--- src/rtl/stopwatch_bcd_counter.sv ---
// Stopwatch time base: a prescaler divides clk down to 10 ms ticks, which drive a
// four-digit cascaded BCD counter (00.00-99.99). A run/pause/clear FSM gates the counting.
module stopwatch_bcd_counter #(
  parameter int CLK_HZ  = 100_000_000,
  parameter int TICK_HZ = 100
) (
  input  logic       clk,
  input  logic       reset,
  input  logic       start_stop,
  input  logic       clear,
  output logic [3:0] bcd3,
  output logic [3:0] bcd2,
  output logic [3:0] bcd1,
  output logic [3:0] bcd0,
  output logic       running,
  output logic       tick,
  output logic       wrap,
  output logic [1:0] state_dbg
);

  localparam int DIV = CLK_HZ / TICK_HZ;
  localparam int PW  = (DIV > 1) ? $clog2(DIV) : 1;
  localparam logic [PW-1:0] PRE_LAST = PW'(DIV - 1);

  typedef enum logic [1:0] {
    IDLE  = 2'd0,
    RUN   = 2'd1,
    PAUSE = 2'd2
  } state_t;

  state_t        state_q;
  logic [PW-1:0] pre_q;
  logic [3:0]    bcd0_q, bcd1_q, bcd2_q, bcd3_q;
  logic [3:0]    bcd0_d, bcd1_d, bcd2_d, bcd3_d;
  logic          c0, c1, c2;
  logic          wrap_q;
  logic          all_nines;

  assign tick = (state_q == RUN) && (pre_q == PRE_LAST);

  // Whole carry chain resolves combinationally so one edge moves every digit at once.
  always_comb begin
    c0        = (bcd0_q == 4'd9);
    c1        = c0 && (bcd1_q == 4'd9);
    c2        = c1 && (bcd2_q == 4'd9);
    all_nines = c2 && (bcd3_q == 4'd9);
    bcd0_d    = c0 ? 4'd0 : bcd0_q + 4'd1;
    bcd1_d    = bcd1_q;
    bcd2_d    = bcd2_q;
    bcd3_d    = bcd3_q;
    if (c0) bcd1_d = (bcd1_q == 4'd9) ? 4'd0 : bcd1_q + 4'd1;
    if (c1) bcd2_d = (bcd2_q == 4'd9) ? 4'd0 : bcd2_q + 4'd1;
    if (c2) bcd3_d = (bcd3_q == 4'd9) ? 4'd0 : bcd3_q + 4'd1;
  end

  always_ff @(posedge clk) begin
    if (reset || clear) begin
      state_q <= IDLE;
      pre_q   <= '0;
      bcd0_q  <= 4'd0;
      bcd1_q  <= 4'd0;
      bcd2_q  <= 4'd0;
      bcd3_q  <= 4'd0;
      wrap_q  <= 1'b0;
    end else begin
      wrap_q <= tick && all_nines;
      if (tick) begin
        pre_q  <= '0;
        bcd0_q <= bcd0_d;
        bcd1_q <= bcd1_d;
        bcd2_q <= bcd2_d;
        bcd3_q <= bcd3_d;
      end else if (state_q == RUN) begin
        pre_q <= pre_q + 1'b1;
      end
      // Prescaler phase is kept in PAUSE so resume continues the partial tick.
      if (start_stop) begin
        case (state_q)
          IDLE:    state_q <= RUN;
          RUN:     state_q <= PAUSE;
          PAUSE:   state_q <= RUN;
          default: state_q <= IDLE;
        endcase
      end
    end
  end

  assign bcd0      = bcd0_q;
  assign bcd1      = bcd1_q;
  assign bcd2      = bcd2_q;
  assign bcd3      = bcd3_q;
  assign wrap      = wrap_q;
  assign running   = (state_q == RUN);
  assign state_dbg = state_q;

endmodule

--- config.mk ---
export PLATFORM = sky130hd
export DESIGN_NAME = stopwatch_bcd_counter
export DESIGN_NICKNAME = d
export VERILOG_FILES = /design/src/rtl/stopwatch_bcd_counter.sv
export SDC_FILE = /design/constraint.sdc
export NUM_CORES = 1
export LEC_CHECK = 0
export ABC_AREA = 1
export CAP_MARGIN = 5
export CORE_MARGIN = 5
export CORE_UTILIZATION = 40
export CTS_BUF_LIST = sky130_fd_sc_hd__clkbuf_8
export CTS_CLUSTER_DIAMETER = 50
export DETAILED_ROUTE_END_ITERATION = 7
export PLACE_DENSITY_LB_ADDON = 0.15
export SLEW_MARGIN = 20
export SYNTH_ARGS = -nofsm -noshare
export SYNTH_HDL_FRONTEND = slang
export SYNTH_SLANG_ARGS = --single-unit
export TNS_END_PERCENT = 100
--- constraint.sdc ---
create_clock -name clk -period 3.9 [get_ports clk]
set_input_delay 0.78 -clock clk [delete_from_list [all_inputs] [get_ports clk]]
set_output_delay 0.78 -clock clk [all_outputs]
set_load 0.1 [all_outputs]
==> metrics <==
Fin Clk Skew=0.006490 ns; Worst-path clk slew=0.08 ns; first-pass GRT wire length=8376 microns; DR vias/cell=4.578; setup violators final=0; Synth cell types=30; Cells after Synth=338; Max Slew Vio Count=0; CTS tree=yes; CP max FO=6; # diodes=0; CP cell instances=inv_2 > nor2_4 > clkdlybuf4s50_1; Top delay family on crit path=buffers and inverters; vias in the first global route=1890; core area=5507 sq um; CP Launch Type=flip-flop; unrepaired setup endpoints after global routing=no; worst skew pair latency=0.29 ns; Slew HR=0.3457; Leak Pwr=0.001039 uW; routed len/inst=10.59 microns; Final Hold Fails=0; sequential share of the synthesized area=0.3442; grt ovf=0; final period utilization=0.7536; post-DP HPWL=3434 microns; most frequent cells in the layout=83 x nand2_1, 61 x nor2_1, 46 x inv_1; commonest non-fill, non-tap cell in the layout=nand2_1; Layout Nets=370; Power Density=275.2 nW/um^2; H-tree depth=2; Ports=25; Die X=85.31 microns; DRC Markers=0; filler cell count=550; Fmax=0.3403 GHz; All-Layer GR Usage=0.1399; Worst Path Arrival=2.16 ns; hold buffers post-CTS=0; via count=2005; syn_area_per_cell=6.711 sq um; Die Y=85.31 microns; Initial Utilization=0.4120; clk buf depth=2; fin crit period=2.939 ns; worst path buffer plus inverter count=2; Crit Path Class=flip-flop to output port; final core occ=0.4833; flops & latches, synth=39; drt first pass iters=4; status=complete, no violations; CP required=3.12 ns; Synth warnings=0; final wirelength=4639 microns; CP Capture Type=output port; CTS Buf Count=5; post-route ant nets=0; die area=7277 sq um; Initial DRC Count=47; CP max stage cell=clkdlybuf4s50_1; max_cap viols=0; Root Buffer=clkbuf_8; Mapped Area=2268 sq um; Hold WC Path Type=flip-flop to flip-flop; postcts setup bufs=0; row count=27; slew at the pin with the worst max-slew slack=0.9784 ns; largest net degree at the start of global routing=22; RePlAce Congestion=0.8201; PortBufs=24; post_cts resized=0; Syn-to-layout area delta=17.32%; clock sink count=39; maximum vdd ir drop=0.0001990 V; initial antenna violation count=0; Syn Nets=343; setup TNS=0 ns; share of layout cells above drive strength 1=0.1230; Max stage delay on crit path=1.19 ns
-- cells in the mapped netlist, drive strengths merged --
library cell  instances  area (sq um)
and3                  1         6.260
o21ai                 9         45.04
a21oi                10         50.05
nand4                10         62.56
inv                  52         195.2
ha                    1         12.51
nand3                22         145.1
dfxtp                39         780.8
nor3                  8         50.05
nor2                 76         390.4
or2                   2         12.52
buf                   5         42.53
xnor2                 4         35.03
nor4                  1         6.260
xor2                  7         61.31
a21boi                1         7.510
nand2                90         365.4
-- worst reg2reg max path: cells and delay by family, from the launching register on --
kind / cells / cell delay [ns]
buf+inv: 1 / 0.04
compound gates: 1 / 0.09
flops: 1 / 0.37
simple gates: 5 / 1.00
fa+ha+maj: 1 / 0.21
-- area by class of cell --
class | instances | area [sq um] | area share
Clock inverter | 1 | 3.754 | 0.001410
Inverter | 52 | 195.2 | 0.07334
Clock buffer | 7 | 96.34 | 0.03620
Tap cell | 72 | 90.09 | 0.03385
Multi-Input combinational cell | 242 | 1250 | 0.4697
Sequential cell | 39 | 780.7 | 0.2934
Timing Repair Buffer | 25 | 245.2 | 0.09215
-- where the power goes --
part           internal, uW  switching, uW
clock network           159            140
logic                  9.25           24.4
registers               399           1.35
-- per-layer routing --
metal / up-vias / track usage / share of wire
met4: 0 / 0.03885 / 0.011
met5: - / 0 / 0
li1: 1098 / - / -
met1: 879 / 0.1927 / 0.52
met3: 5 / 0.03495 / 0.042
met2: 23 / 0.2161 / 0.43
-- flip-flops by register name, summed over array words and instances, names as in the netlist --
name       count
bcd0           4
bcd1           4
bcd2           4
bcd3           4
pre_q         20
state_dbg      2
wrap           1
-- kinds of logic after synthesis --
family                     count (synthesis)  share of synthesized area
and+or+nand+nor                          210                     0.4578
buffers and inverters                     57                     0.1048
DFF                                       39                     0.3442
AOI/OAI and AO/OA                         20                    0.04523
xor gates and xnor gates                  11                    0.04247
adders and majority gates                  1                   0.005515
-- through the flow --
stage          worst slack, ns  power (uW)  area (sq um)  hold WS (ns)  std cells
6_report                0.9611       732.5          2661        0.4704        438
3_5_place_dp             1.260       444.0          2561        0.4582        430
4_1_cts                 0.9311       745.9          2661        0.4743        438
5_1_grt                 0.8807       766.0          2661        0.5037        438
2_1_floorplan           0.7043       435.8          2268        0.4371        338
3_3_place_gp             1.279       444.1          2561        0.4567        430
-- final timing paths --
check                                                from                     end  slack [ns]  cells after the start
worst max-delay path            state_dbg[0]$_SDFFE_PP0P_                 running        0.96                      3
worst min-delay path               pre_q[19]$_SDFFE_PP0P_  pre_q[19]$_SDFFE_PP0P_        0.47                      2
worst max register to register      pre_q[0]$_SDFFE_PP0P_    bcd0[0]$_SDFFE_PP0P_        2.09                      8
worst min register to register     pre_q[19]$_SDFFE_PP0P_  pre_q[19]$_SDFFE_PP0P_        0.47                      2
Power figures use the tool's default switching activity.
